==> config.mk <==
export PLATFORM = sky130hd
export DESIGN_NAME = ram_access_ctrl_flat
export DESIGN_NICKNAME = d
export VERILOG_FILES = /design/src/rtl/ram_access_ctrl_pkg.sv /design/src/rtl/ram_access_ctrl_if.sv /design/src/rtl/ram_access_ctrl.sv /design/src/flat_wrapper.sv
export SDC_FILE = /design/constraint.sdc
export NUM_CORES = 1
export LEC_CHECK = 0
export BUFFER_PORTS_ARGS = -buffer_cell sky130_fd_sc_hd__buf_2
export CORE_ASPECT_RATIO = 2
export CORE_MARGIN = 8
export CORE_UTILIZATION = 44
export CTS_CLUSTER_DIAMETER = 50
export DETAILED_ROUTE_END_ITERATION = 8
export PLACE_DENSITY_LB_ADDON = 0.12
export SLEW_MARGIN = 5
export SYNTH_ARGS = -nofsm -noshare
export SYNTH_HDL_FRONTEND = slang
export SYNTH_SLANG_ARGS = --single-unit
==> constraint.sdc <==
create_clock -name clk -period 1.7 [get_ports clk]
set_input_delay 0.255 -clock clk [delete_from_list [all_inputs] [get_ports clk]]
set_output_delay 0.255 -clock clk [all_outputs]
set_load 0.01 [all_outputs]
==> src/rtl/ram_access_ctrl_pkg.sv <==
// Shared types and constants for the RAM access controller.
// The INIT state exists only when RAM_ACCESS_CTRL_CLEAR_EN is defined.
package ram_access_ctrl_pkg;

    localparam int unsigned DEF_ADDR_W = 8;
    localparam int unsigned DEF_DATA_W = 8;

    // Encoding of the ram_rw direction strobe
    localparam logic RW_READ  = 1'b1;
    localparam logic RW_WRITE = 1'b0;

`ifdef RAM_ACCESS_CTRL_CLEAR_EN
    typedef enum logic [2:0] {
        ST_INIT,
        ST_IDLE,
        ST_SETUP,
        ST_STROBE,
        ST_RESP
    } state_t;
`else
    typedef enum logic [1:0] {
        ST_IDLE,
        ST_SETUP,
        ST_STROBE,
        ST_RESP
    } state_t;
`endif

endpackage

==> src/rtl/ram_access_ctrl_if.sv <==
// Request/response handshake plus RAM-side port bundle of the RAM access controller.
// slave = controller side, master = requester / RAM environment side.
interface ram_access_ctrl_if
    import ram_access_ctrl_pkg::*;
#(
    parameter int unsigned ADDR_W = DEF_ADDR_W,
    parameter int unsigned DATA_W = DEF_DATA_W
);
    logic              req_valid;
    logic              req_ready;
    logic              req_we;
    logic [ADDR_W-1:0] req_addr;
    logic [DATA_W-1:0] req_wdata;
    logic              rsp_valid;
    logic              rsp_ready;
    logic [DATA_W-1:0] rsp_rdata;
    logic              ram_en;
    logic              ram_rw;
    logic [ADDR_W-1:0] ram_addr;
    logic [DATA_W-1:0] ram_din;
    logic [DATA_W-1:0] ram_dout;
    logic              busy;

    modport slave (
        input  req_valid, req_we, req_addr, req_wdata, rsp_ready, ram_dout,
        output req_ready, rsp_valid, rsp_rdata, ram_en, ram_rw, ram_addr, ram_din, busy
    );

    modport master (
        output req_valid, req_we, req_addr, req_wdata, rsp_ready, ram_dout,
        input  req_ready, rsp_valid, rsp_rdata, ram_en, ram_rw, ram_addr, ram_din, busy
    );

endinterface

==> src/rtl/ram_access_ctrl.sv <==
// RAM access controller: each request gets a settle cycle then a single-cycle enable strobe.
// Define RAM_ACCESS_CTRL_CLEAR_EN to zero the whole array after every reset before serving requests.
module ram_access_ctrl
    import ram_access_ctrl_pkg::*;
#(
    parameter int unsigned ADDR_W = DEF_ADDR_W,
    parameter int unsigned DATA_W = DEF_DATA_W
) (
    input  logic             clk,
    input  logic             rst,
    ram_access_ctrl_if.slave bus
);

    state_t            r_state;
    logic              r_req_ready;
    logic              r_busy;
    logic              r_req_we;
    logic              r_ram_en;
    logic              r_ram_rw;
    logic [ADDR_W-1:0] r_ram_addr;
    logic [DATA_W-1:0] r_ram_din;
    logic              r_rsp_valid;
    logic [DATA_W-1:0] r_rsp_rdata;

`ifdef RAM_ACCESS_CTRL_CLEAR_EN
    localparam logic [ADDR_W-1:0] CLR_LAST = '1;
    logic [ADDR_W-1:0] r_clr_addr;
    logic              r_clr_strobe;
`endif

    always_ff @(posedge clk) begin
        if (rst) begin
`ifdef RAM_ACCESS_CTRL_CLEAR_EN
            r_state      <= ST_INIT;
            r_clr_addr   <= '0;
            r_clr_strobe <= 1'b0;
`else
            r_state      <= ST_IDLE;
`endif
            r_req_ready <= 1'b0;
            r_busy      <= 1'b1;
            r_req_we    <= 1'b0;
            r_ram_en    <= 1'b0;
            r_ram_rw    <= RW_READ;
            r_ram_addr  <= '0;
            r_ram_din   <= '0;
            r_rsp_valid <= 1'b0;
            r_rsp_rdata <= '0;
        end else begin
            // the enable is a pulse: only the states below that strobe raise it
            r_ram_en <= 1'b0;
            case (r_state)
`ifdef RAM_ACCESS_CTRL_CLEAR_EN
                ST_INIT: begin
                    r_req_ready <= 1'b0;
                    r_busy      <= 1'b1;
                    if (!r_clr_strobe) begin
                        r_ram_addr   <= r_clr_addr;
                        r_ram_din    <= '0;
                        r_ram_rw     <= RW_WRITE;
                        r_clr_strobe <= 1'b1;
                    end else begin
                        r_ram_en     <= 1'b1;
                        r_clr_strobe <= 1'b0;
                        r_clr_addr   <= r_clr_addr + ADDR_W'(1);
                        if (r_clr_addr == CLR_LAST) begin
                            r_state <= ST_IDLE;
                        end
                    end
                end
`endif
                ST_IDLE: begin
                    r_ram_rw    <= RW_READ;
                    r_req_ready <= 1'b1;
                    r_busy      <= 1'b0;
                    // address, data and direction go out now so SETUP is the settle cycle
                    if (r_req_ready && bus.req_valid) begin
                        r_req_we    <= bus.req_we;
                        r_ram_addr  <= bus.req_addr;
                        r_ram_din   <= bus.req_wdata;
                        r_ram_rw    <= bus.req_we ? RW_WRITE : RW_READ;
                        r_req_ready <= 1'b0;
                        r_busy      <= 1'b1;
                        r_state     <= ST_SETUP;
                    end
                end
                ST_SETUP: begin
                    r_ram_en <= 1'b1;
                    r_state  <= ST_STROBE;
                end
                ST_STROBE: begin
                    r_ram_rw <= RW_READ;
                    if (r_req_we) begin
                        r_req_ready <= 1'b1;
                        r_busy      <= 1'b0;
                        r_state     <= ST_IDLE;
                    end else begin
                        r_rsp_rdata <= bus.ram_dout;
                        r_rsp_valid <= 1'b1;
                        r_state     <= ST_RESP;
                    end
                end
                ST_RESP: begin
                    if (bus.rsp_ready) begin
                        r_rsp_valid <= 1'b0;
                        r_req_ready <= 1'b1;
                        r_busy      <= 1'b0;
                        r_state     <= ST_IDLE;
                    end
                end
                default: begin
                    r_state <= ST_IDLE;
                end
            endcase
        end
    end

    assign bus.req_ready = r_req_ready;
    assign bus.busy      = r_busy;
    assign bus.ram_en    = r_ram_en;
    assign bus.ram_rw    = r_ram_rw;
    assign bus.ram_addr  = r_ram_addr;
    assign bus.ram_din   = r_ram_din;
    assign bus.rsp_valid = r_rsp_valid;
    assign bus.rsp_rdata = r_rsp_rdata;

endmodule

==> src/flat_wrapper.sv <==
// flat-port wrapper written by rule: the top's interface ports become plain ports
module ram_access_ctrl_flat import ram_access_ctrl_pkg::*;
#(
    parameter int unsigned ADDR_W = DEF_ADDR_W,
    parameter int unsigned DATA_W = DEF_DATA_W
)
  (clk, rst, bus_req_valid, bus_req_we, bus_req_addr, bus_req_wdata, bus_rsp_ready, bus_ram_dout, bus_req_ready, bus_rsp_valid, bus_rsp_rdata, bus_ram_en, bus_ram_rw, bus_ram_addr, bus_ram_din, bus_busy);
  ram_access_ctrl_if #(.ADDR_W(ADDR_W), .DATA_W(DATA_W)) bus_i ();
  input  logic clk;
  input  logic rst;
  input wire logic [$bits(bus_i.req_valid)-1:0] bus_req_valid;
  input wire logic [$bits(bus_i.req_we)-1:0] bus_req_we;
  input wire logic [$bits(bus_i.req_addr)-1:0] bus_req_addr;
  input wire logic [$bits(bus_i.req_wdata)-1:0] bus_req_wdata;
  input wire logic [$bits(bus_i.rsp_ready)-1:0] bus_rsp_ready;
  input wire logic [$bits(bus_i.ram_dout)-1:0] bus_ram_dout;
  output wire logic [$bits(bus_i.req_ready)-1:0] bus_req_ready;
  output wire logic [$bits(bus_i.rsp_valid)-1:0] bus_rsp_valid;
  output wire logic [$bits(bus_i.rsp_rdata)-1:0] bus_rsp_rdata;
  output wire logic [$bits(bus_i.ram_en)-1:0] bus_ram_en;
  output wire logic [$bits(bus_i.ram_rw)-1:0] bus_ram_rw;
  output wire logic [$bits(bus_i.ram_addr)-1:0] bus_ram_addr;
  output wire logic [$bits(bus_i.ram_din)-1:0] bus_ram_din;
  output wire logic [$bits(bus_i.busy)-1:0] bus_busy;
  assign bus_i.req_valid = bus_req_valid;
  assign bus_i.req_we = bus_req_we;
  assign bus_i.req_addr = bus_req_addr;
  assign bus_i.req_wdata = bus_req_wdata;
  assign bus_i.rsp_ready = bus_rsp_ready;
  assign bus_i.ram_dout = bus_ram_dout;
  assign bus_req_ready = bus_i.req_ready;
  assign bus_rsp_valid = bus_i.rsp_valid;
  assign bus_rsp_rdata = bus_i.rsp_rdata;
  assign bus_ram_en = bus_i.ram_en;
  assign bus_ram_rw = bus_i.ram_rw;
  assign bus_ram_addr = bus_i.ram_addr;
  assign bus_ram_din = bus_i.ram_din;
  assign bus_busy = bus_i.busy;
  ram_access_ctrl #(.ADDR_W(ADDR_W), .DATA_W(DATA_W)) u_core (.clk(clk), .rst(rst), .bus(bus_i));
endmodule
== Yosys cells after proc, flatten, opt, wreduce, memory -nomap -nowiden ==
Index checks and enable logic that the tools add are counted.

* Bits in registers: 32
* Output and inout bits: 29
* Logic and storage cells: 46

* Equal/unequal tests: 7
* Mux-type cells: 18
* Bitwise operators: 1
* Reduce and logical (&&, ||, !) cells: 10

{| class="wikitable"
|+ Operators with widths
! kind !! number
|-
| 2-to-1 mux 1 bit || 10
|-
| case mux 2 bit (4 select lines) || 1
|-
| 2-to-1 mux 2 bit || 3
|-
| case mux 1 bit (3 select lines) || 2
|-
| AND reduction 2 bit || 3
|-
| AND reduction 3 bit || 2
|-
| equality test 2 bit, second input constant || 2
|-
| != test 2 x 1 -> 1 bit, second input constant || 2
|-
| != test 2 bit, second input constant || 2
|-
| case mux 1 bit (2 select lines) || 2
|-
| nonzero test 2 bit || 2
|-
| nonzero test 3 bit || 1
|-
| equality test 2 x 1 -> 1 bit, second input constant || 1
|-
| zero test 2 bit || 1
|-
| logical AND 1 bit || 1
|-
| NOT 1 bit || 1
|}

== Depth between registers and ports, before layout ==
Gate-level depths: netlist (run 1).

* Depth after elaboration: 3
* Mapped depth: 6
* Mapped depth without buffers: 3

== Least setup slack after synthesis (run 1) ==
No wires, ideal clock.

* Path type: reg-to-reg
* Start point: register u_core.r_state[0]
* End point: register u_core.r_ram_rw (netlist: u_core.bus.ram_rw)
* Setup time: 0.114 ns
* Data arrival time: 1.076 ns
* Slack: 0.510 ns
* Cell stages (with the launch flop): 6
* Clock period less this slack: 1.190 ns
* Path through: dfxtp_1 buf_6 nor4bb_2 buf_4 nand2_1 a21o_1

* Longest elaborated chain between the ends: 2
* Elaborated cells on any way between the ends: 4
* Classes of those cells: eq/ne: 1; mux: 1; reduce/logical: 2

{| class="wikitable"
|+ Ends and longest elaborated chain
! item !! RTL line !! text
|-
| start: declaration || ram_access_ctrl.sv:14 || <nowiki>state_t r_state;</nowiki>
|-
| start signal: assignment || ram_access_ctrl.sv:38 || <nowiki>r_state <= ST_IDLE;</nowiki>
|-
| start signal: assignment || ram_access_ctrl.sv:84 || <nowiki>r_state <= ST_SETUP;</nowiki>
|-
| start signal: assignment || ram_access_ctrl.sv:89 || <nowiki>r_state <= ST_STROBE;</nowiki>
|-
| equality test 2 bit / zero test 2 bit (equally long branches) || ram_access_ctrl.sv:52 || <nowiki>case (r_state)</nowiki>
|-
| case mux 1 bit (2 select lines) / nonzero test 2 bit (equally long branches) || -- ||
|-
| end signal: assignment || ram_access_ctrl.sv:81 || <nowiki>r_ram_rw <= bus.req_we ? RW_WRITE : RW_READ;</nowiki>
|-
| end: declaration || ram_access_ctrl.sv:19 || <nowiki>logic r_ram_rw;</nowiki>
|}

Parallel ways exist; a longest one is shown, timed or not.
A chain may end at the register's enable or synchronous reset.

== Final worst setup path (run 1) ==
* Start point: register u_core.r_state[0]
* End point: register u_core.r_req_ready (netlist: u_core.bus.req_ready)

* Longest elaborated chain between the ends: 3
* Elaborated cells on any way between the ends: 8
* Classes of those cells: eq/ne: 4; mux: 1; reduce/logical: 3

{| class="wikitable"
|+ Ends and longest elaborated chain
! item !! RTL line !! text
|-
| equality test 2 bit / zero test 2 bit (equally long branches) || ram_access_ctrl.sv:52 ||
|-
| != test 2 x 1 -> 1 bit (no source line), or another cell as far along || -- ||
|-
| AND reduction 3 bit (no source line) || -- ||
|-
| end signal: assignment || ram_access_ctrl.sv:40 || <nowiki>r_req_ready <= 1'b0;</nowiki>
|-
| end signal: assignment || ram_access_ctrl.sv:74 || <nowiki>r_req_ready <= 1'b1;</nowiki>
|-
| end signal: assignment || ram_access_ctrl.sv:82 || <nowiki>r_req_ready <= 1'b0;</nowiki>
|-
| end: declaration || ram_access_ctrl.sv:15 || <nowiki>logic r_req_ready;</nowiki>
|}

Parallel ways exist; a longest one is shown, timed or not.

==> metrics.json, run 1 <==
{
  "status": {"value": "completed"},
  "area_growth": {"value": 31.60, "unit": "%"},
  "dr.first_iter.drc_count": {"value": 14},
  "ys_seq_elements": {"value": 32},
  "critical_path.top_delay_family": {"value": "simple AND/OR/NAND/NOR gates"},
  "fill_cells": {"value": 268},
  "cts.hold.buffers_added": {"value": 0},
  "power_density_over_cell_area": {"value": 1030, "unit": "nW/um^2"},
  "drive_above_1_share": {"value": 40.72, "unit": "%"},
  "setup_tns": {"value": 0, "unit": "ns"},
  "p_int": {"value": 0.001200, "unit": "W"},
  "via_per_inst": {"value": 4.915},
  "synthesis.area": {"value": 1204, "unit": "um^2"},
  "synthesis.instances": {"value": 137},
  "num_io_pins": {"value": 58},
  "clock_sinks": {"value": 32},
  "critPathLaunchType": {"value": "flip-flop"},
  "tritoncts": {"value": "yes"},
  "synth_top_area_cell": {"value": "sky130_fd_sc_hd__dfxtp_1"},
  "groute.usage.overall": {"value": 12.51, "unit": "%"},
  "dr.pass1.iters": {"value": 4},
  "worst_setup_path_end_kind": {"value": "flip-flop"},
  "vdd_drop_max": {"value": 0.6150, "unit": "mV"},
  "wl_per_cell": {"value": 13.06, "unit": "um"},
  "worst-endpoint-arrival": {"value": 1.60, "unit": "ns"},
  "worst_r2r_path_depth": {"value": 4},
  "yosysWarningCount": {"value": 0},
  "wirelength": {"value": 2912, "unit": "um"},
  "pwr-share-comb": {"value": 17.0, "unit": "%"},
  "synthesis.nets": {"value": 166},
  "wirelength_met1": {"value": 1170, "unit": "um"},
  "netlist.area_leader.share": {"value": 53.22, "unit": "%"},
  "topRoutingLayerUsed": {"value": "met4"},
  "timing.critical_path.required": {"value": 1.87, "unit": "ns"},
  "routabilityCongestion": {"value": 0.6689},
  "path_buf_inv": {"value": 1},
  "critical-path-slowest-cell": {"value": "sky130_fd_sc_hd__dfxtp_1"},
  "postCtsResizedCells": {"value": 0},
  "layout_common_cells": {"value": "57 x sky130_fd_sc_hd__buf_2, 50 x sky130_fd_sc_hd__nand2_1, 32 x sky130_fd_sc_hd__dfxtp_1"},
  "timing.setup.critical_path_class": {"value": "reg -> reg"},
  "cts_root_buf": {"value": "sky130_fd_sc_hd__clkbuf_8"},
  "total_leakage_power": {"value": 0.7022, "unit": "nW"},
  "post-route-period-util": {"value": 83.99, "unit": "%"},
  "portBuffers": {"value": 57},
  "rsz0062_at_grt": {"value": "no"},
  "path_clk_slew": {"value": 0.06, "unit": "ns"},
  "max_stage_delay": {"value": 0.43, "unit": "ns"},
  "grt_pass1_wl": {"value": 4685, "unit": "um"},
  "hold-path-cell-count": {"value": 3},
  "share_seq_of_total_power": {"value": 51.9, "unit": "%"},
  "multi_input_comb_area": {"value": 506.7, "unit": "um^2"},
  "max-slew-margin-rel": {"value": 69.99, "unit": "%"},
  "path_max_fanout": {"value": 15},
  "worst_slack": {"value": 0.2722, "unit": "ns"},
  "area_post_placement": {"value": 1515, "unit": "um^2"},
  "critical_path_cell_count": {"value": 4},
  "final-max-slew-violation-count": {"value": 0},
  "fin_nets": {"value": 225},
  "highest_clock_rate": {"value": 700.4, "unit": "MHz"},
  "vias": {"value": 1096},
  "seq_area": {"value": 640.6, "unit": "um^2"},
  "met2_length": {"value": 1444, "unit": "um"},
  "route.met3.wl": {"value": 239, "unit": "um"},
  "grt_pass1_vias": {"value": 1108},
  "finalHoldViolations": {"value": 0},
  "post_synth_main_area_contributors": {"value": "sky130_fd_sc_hd__dfxtp_1 53%, sky130_fd_sc_hd__nand2_1 16%, sky130_fd_sc_hd__a21oi_1 7.9%, sky130_fd_sc_hd__a21oi_2 6.5%, sky130_fd_sc_hd__nor3b_4 1.6%"},
  "worstMarginPinSlew": {"value": 0.4502, "unit": "ns"},
  "buffer_levels_on_the_longest_clock_path": {"value": 2},
  "place_ws": {"value": 0.2736, "unit": "ns"},
  "fin_worst_skew": {"value": 0.003500, "unit": "ns"},
  "crit_chain": {"value": "nor4bb_4, buf_4, nor2_1, o21a_1"},
  "synth.avg_cell_area": {"value": 8.786, "unit": "um^2"},
  "initial_utilization": {"value": 45.10, "unit": "%"},
  "net-switching-power": {"value": 0.0004319, "unit": "W"},
  "drv.max_cap_violation_count": {"value": 0},
  "core_region_area": {"value": 2669, "unit": "um^2"},
  "grt_start_max_net_pins": {"value": 24},
  "power.clock.fraction": {"value": 31.0, "unit": "%"},
  "power.share.switching": {"value": 26.47, "unit": "%"},
  "grt_overflow": {"value": 0},
  "fp.dieW": {"value": 52.99, "unit": "um"},
  "synthDistinctLibCells": {"value": 25},
  "period_needed": {"value": 1.428, "unit": "ns"},
  "cts_inserted_buffers": {"value": 5},
  "htree_num_levels": {"value": 2},
  "hold-worst-slack": {"value": 0.2096, "unit": "ns"},
  "mostFrequentLayoutCell": {"value": "sky130_fd_sc_hd__buf_2"},
  "die_h": {"value": 89.97, "unit": "um"},
  "insertion_delay_of_the_later_clocked_pin_in_the_worst_skew_pair": {"value": 0.28, "unit": "ns"},
  "dieArea": {"value": 4767, "unit": "um^2"},
  "ys_seq_area_share": {"value": 53.22, "unit": "%"},
  "core.rowCount": {"value": 27},
  "antenna_violations_before_repair": {"value": 0},
  "hold_path.class": {"value": "in -> reg"},
  "setup_violations": {"value": 0},
  "cts_setup_buffers": {"value": 0},
  "final_antenna_net_count": {"value": 0},
  "drc_errors": {"value": 0},
  "postLayoutCellArea": {"value": 1584, "unit": "um^2"},
  "insertedDiodeCount": {"value": 0},
  "total_half_perimeter_wirelength_after_legalization_and_detailed_placement": {"value": 2174, "unit": "um"}
}
-- flip-flops by register name, summed over array words and instances, names as in the netlist --
name / cells
u_core.bus.rsp_valid: 1
u_core.r_state: 2
u_core.bus.ram_rw: 1
u_core.r_req_we: 1
u_core.bus.ram_en: 1
u_core.bus.ram_din: 8
u_core.bus.req_ready: 1
u_core.bus.ram_addr: 8
u_core.bus.busy: 1
u_core.bus.rsp_rdata: 8
-- power by group through the flow --
stage | Clock, W | Combinational [W] | Sequential, W
finish | 0.000506 | 0.000278 | 0.000847
global route | 0.000556 | 0.000308 | 0.000853
CTS | 0.000525 | 0.000284 | 0.000847
detailed placement | 0 | 0.000283 | 0.000864
global placement | 0 | 0.000280 | 0.000861
floorplan | 0 | 0.000153 | 0.000877
-- synthesized netlist by cell type, drive strengths merged --
library cell  number
inv                1
nor2b              1
buf                7
nand2b             1
nand4bb            1
nor4bb             1
nor2               3
or3b               1
o21bai             1
o21a               1
a21o               1
nor3b              2
mux2i              1
o21ai              1
nand2             52
a21oi             28
dfxtp             32
clkbuf             2
-- through the flow --
| stage | util [%] | std cells | power [W] |
|---|---|---|---|
| 2_1_floorplan | - | 137 | 0.001030 |
| 3_3_place_gp | 56.77 | 218 | 0.001141 |
| 3_5_place_dp | 56.77 | 218 | 0.001147 |
| 4_1_cts | 59.35 | 223 | 0.001657 |
| 5_1_grt | 59.35 | 223 | 0.001717 |
| 6_report | 59.35 | 223 | 0.001631 |
-- area by class of cell --
class	instances	share of cell area, %
flip-flops and latches	32	40.44
multi-input cells	95	31.99
repair buffers	61	20.70
clock buffers	5	4.344
well taps	29	2.291
inverters	1	0.2370
-- path summary, 6_finish.rpt --
| check | startpoint | end | slack, ns |
|---|---|---|---|
| min | bus_ram_dout[4] | u_core.bus.rsp_rdata[4] | 0.21 |
| max reg2reg | u_core.r_state[0] | u_core.bus.req_ready | 0.27 |
| min reg2reg | u_core.bus.rsp_rdata[5] | u_core.bus.rsp_rdata[5] | 0.45 |
| max | u_core.r_state[0] | u_core.bus.req_ready | 0.27 |
-- cells by family (layout without fill, tap and decap cells) --
kind of cell | count (synthesis) | after routing | synth area share, %
multiplexers | 1 | 1 | 0.8316
AND/OR/NAND/NOR | 62 | 62 | 23.81
buffers and inverters | 10 | 67 | 5.404
AO/OA/AOI/OAI | 32 | 32 | 16.74
flip-flops | 32 | 32 | 53.22
-- layer usage --
metal / vias up / global-route usage, %
li1: 559 / -
met1: 494 / 12.83
met2: 36 / 20.47
met3: 7 / 5.281
met4: 0 / 5.870
met5: - / 0
-- tightest hold or removal path, stage by stage --
cell and delay, ns:
sky130_fd_sc_hd__buf_2 0.09, sky130_fd_sc_hd__nand2_1 0.04, sky130_fd_sc_hd__a21oi_1 0.05
No activity file was read; power rests on OpenSTA's default activity.
==> inputs of run 2 (changes only) <==
--- a/config.mk
+++ b/config.mk
@@ -8,7 +8,7 @@
 export BUFFER_PORTS_ARGS = -buffer_cell sky130_fd_sc_hd__buf_2
 export CORE_ASPECT_RATIO = 2
 export CORE_MARGIN = 8
-export CORE_UTILIZATION = 44
+export CORE_UTILIZATION = 40
 export CTS_CLUSTER_DIAMETER = 50
 export DETAILED_ROUTE_END_ITERATION = 8
 export PLACE_DENSITY_LB_ADDON = 0.12
==> constraint.sdc (replaced) <==
create_clock -name clk -period 1.3 [get_ports clk]
set_input_delay 0.195 -clock clk [delete_from_list [all_inputs] [get_ports clk]]
set_output_delay 0.195 -clock clk [all_outputs]
set_load 0.01 [all_outputs]
==> metrics.json, run 2 (same netlist as run 1, synthesis figures left out) <==
{
  "status": {"value": "completed"},
  "grt_start_max_net_pins": {"value": 28},
  "worst_slack": {"value": 0.06824, "unit": "ns"},
  "timing.critical_path.required": {"value": 1.48, "unit": "ns"},
  "crit_chain": {"value": "nor4bb_4, buf_4, nor2_1, o21a_1"},
  "setup_violations": {"value": 0},
  "num_io_pins": {"value": 58},
  "final-max-slew-violation-count": {"value": 0},
  "regToRegStartpoint": {"value": "u_core.r_state[0]"},
  "portBuffers": {"value": 57},
  "finalHoldViolations": {"value": 0},
  "antenna_violations_before_repair": {"value": 0},
  "wirelength": {"value": 3134, "unit": "um"},
  "grt_pass1_wl": {"value": 5043, "unit": "um"},
  "fin_worst_skew": {"value": 0.003704, "unit": "ns"},
  "fp.dieW": {"value": 54.79, "unit": "um"},
  "rr_endpoint": {"value": "u_core.bus.req_ready"},
  "cp-startpoint": {"value": "u_core.r_state[0]"},
  "critical-path-slowest-cell": {"value": "sky130_fd_sc_hd__dfxtp_4"},
  "fin_nets": {"value": 230},
  "area_growth": {"value": 37.42, "unit": "%"},
  "highest_clock_rate": {"value": 811.8, "unit": "MHz"},
  "drive_above_1_share": {"value": 43.07, "unit": "%"},
  "total_leakage_power": {"value": 0.7425, "unit": "nW"},
  "cp-endpoint": {"value": "u_core.bus.req_ready"},
  "worst-r2r-setup-slack": {"value": 0.07, "unit": "ns"},
  "core_region_area": {"value": 2908, "unit": "um^2"},
  "postLayoutCellArea": {"value": 1654, "unit": "um^2"},
  "buffer_levels_on_the_longest_clock_path": {"value": 2},
  "grt_overflow": {"value": 0},
  "path_clk_slew": {"value": 0.06, "unit": "ns"},
  "routabilityCongestion": {"value": 0.7414},
  "place_ws": {"value": 0.03962, "unit": "ns"},
  "via_per_inst": {"value": 4.901},
  "total_half_perimeter_wirelength_after_legalization_and_detailed_placement": {"value": 2460, "unit": "um"},
  "tritoncts": {"value": "yes"},
  "wl_per_cell": {"value": 13.51, "unit": "um"},
  "max_stage_delay": {"value": 0.38, "unit": "ns"},
  "vdd_drop_max": {"value": 0.7248, "unit": "mV"},
  "groute.usage.overall": {"value": 13.21, "unit": "%"},
  "critPathLaunchType": {"value": "flip-flop"},
  "htree_num_levels": {"value": 2},
  "insertion_delay_of_the_later_clocked_pin_in_the_worst_skew_pair": {"value": 0.28, "unit": "ns"},
  "hold_path.class": {"value": "in -> reg"},
  "layout_common_cells": {"value": "57 x sky130_fd_sc_hd__buf_2, 50 x sky130_fd_sc_hd__nand2_1, 31 x sky130_fd_sc_hd__dfxtp_1"},
  "mostFrequentLayoutCell": {"value": "sky130_fd_sc_hd__buf_2"},
  "dr.pass1.iters": {"value": 4},
  "power_density_over_cell_area": {"value": 1372, "unit": "nW/um^2"},
  "dieArea": {"value": 5127, "unit": "um^2"},
  "drc_errors": {"value": 0},
  "worst-endpoint-arrival": {"value": 1.41, "unit": "ns"},
  "initial_utilization": {"value": 41.39, "unit": "%"},
  "grt_pass1_vias": {"value": 1203},
  "path_max_fanout": {"value": 8},
  "dr.first_iter.drc_count": {"value": 7},
  "worst_setup_path_end_kind": {"value": "flip-flop"},
  "timing.setup.critical_path_class": {"value": "reg -> reg"},
  "clock_sinks": {"value": 32},
  "final_antenna_net_count": {"value": 0},
  "insertedDiodeCount": {"value": 0},
  "core.rowCount": {"value": 28},
  "die_h": {"value": 93.58, "unit": "um"},
  "post-route-period-util": {"value": 94.75, "unit": "%"},
  "cts.hold.buffers_added": {"value": 0},
  "area_post_placement": {"value": 1546, "unit": "um^2"},
  "cts_root_buf": {"value": "sky130_fd_sc_hd__clkbuf_8"},
  "period_needed": {"value": 1.232, "unit": "ns"},
  "worstMarginPinSlew": {"value": 0.5309, "unit": "ns"},
  "max-slew-margin-rel": {"value": 64.60, "unit": "%"},
  "cts_inserted_buffers": {"value": 5},
  "vias": {"value": 1137},
  "drv.max_cap_violation_count": {"value": 0},
  "worst_r2r_path_depth": {"value": 4}
}
## run 2: changes by cell type in the layout (fill, tap and decap cells not counted)
cell	previous run	this run
sky130_fd_sc_hd__dfxtp_4	0	1
sky130_fd_sc_hd__or3b_1	1	0
sky130_fd_sc_hd__buf_4	3	7
sky130_fd_sc_hd__clkbuf_8	5	6
sky130_fd_sc_hd__buf_6	0	1
sky130_fd_sc_hd__dfxtp_1	32	31
sky130_fd_sc_hd__or3b_4	0	1
sky130_fd_sc_hd__clkbuf_1	0	2
## run 2: layout make-up
type	instances	area [um^2]
repair buffers	66	369.1
clock buffers	8	90.09
fillers	295	1254
well taps	30	37.54
flip-flops and latches	32	644.4
inverters	1	3.754
multi-input cells	95	509.2
## run 2: routing by layer
layer / vias up / track usage [%] / part of all wire [%]
met3: 10 / 5.723 / 12
met5: - / 0 / 0
li1: 569 / - / -
met1: 512 / 12.01 / 35
met4: 0 / 7.438 / 3.0
met2: 46 / 22.62 / 50
## run 2: metrics by stage
stage / hold slack [ns] / instances / utilization (%) / total power (W) / setup TNS (ns)
floorplan: 0.3150 / 137 / - / 0.001347 / 0
global placement: 0.4361 / 223 / 53.18 / 0.001503 / 0
detailed placement: 0.4444 / 223 / 53.18 / 0.001520 / 0
CTS: 0.1428 / 231 / 56.28 / 0.002288 / 0
global route: 0.1395 / 232 / 56.88 / 0.002409 / -0.01149
finish: 0.1470 / 232 / 56.88 / 0.002270 / 0
## run 2: report_power, final
group | internal [W] | total [W] | switching (W)
Sequential | 0.00105 | 0.00110 | 0.0000465
Combinational | 0.000193 | 0.000401 | 0.000208
Clock | 0.000431 | 0.000768 | 0.000337
Total | 0.00168 | 0.00227 | 0.000591
## run 2: worst min-delay path by stage
stage / from / to / slack [ns] / cells past startpoint
2_1_floorplan: rst / u_core.bus.busy / 0.31 / 2
3_3_place_gp: bus_req_wdata[0] / u_core.bus.ram_din[0] / 0.44 / 3
3_5_place_dp: bus_ram_dout[2] / u_core.bus.rsp_rdata[2] / 0.44 / 3
4_1_cts: bus_ram_dout[2] / u_core.bus.rsp_rdata[2] / 0.14 / 3
5_1_grt: bus_ram_dout[2] / u_core.bus.rsp_rdata[2] / 0.14 / 3
6_report: bus_ram_dout[2] / u_core.bus.rsp_rdata[2] / 0.15 / 3
## run 2: repair_timing
item / CTS / global route
setup endpoints to repair: 0 / 17
buffers inserted: 0 / 1
resized for setup: 0 / 4
## run 2: worst max-delay path: cells and delay by family, from the launching register on
family / cells / cell delay (ns)
buffers and inverters: 1 / 0.21
AO/OA/AOI/OAI: 1 / 0.13
AND/OR/NAND/NOR: 2 / 0.41
flip-flops: 1 / 0.38
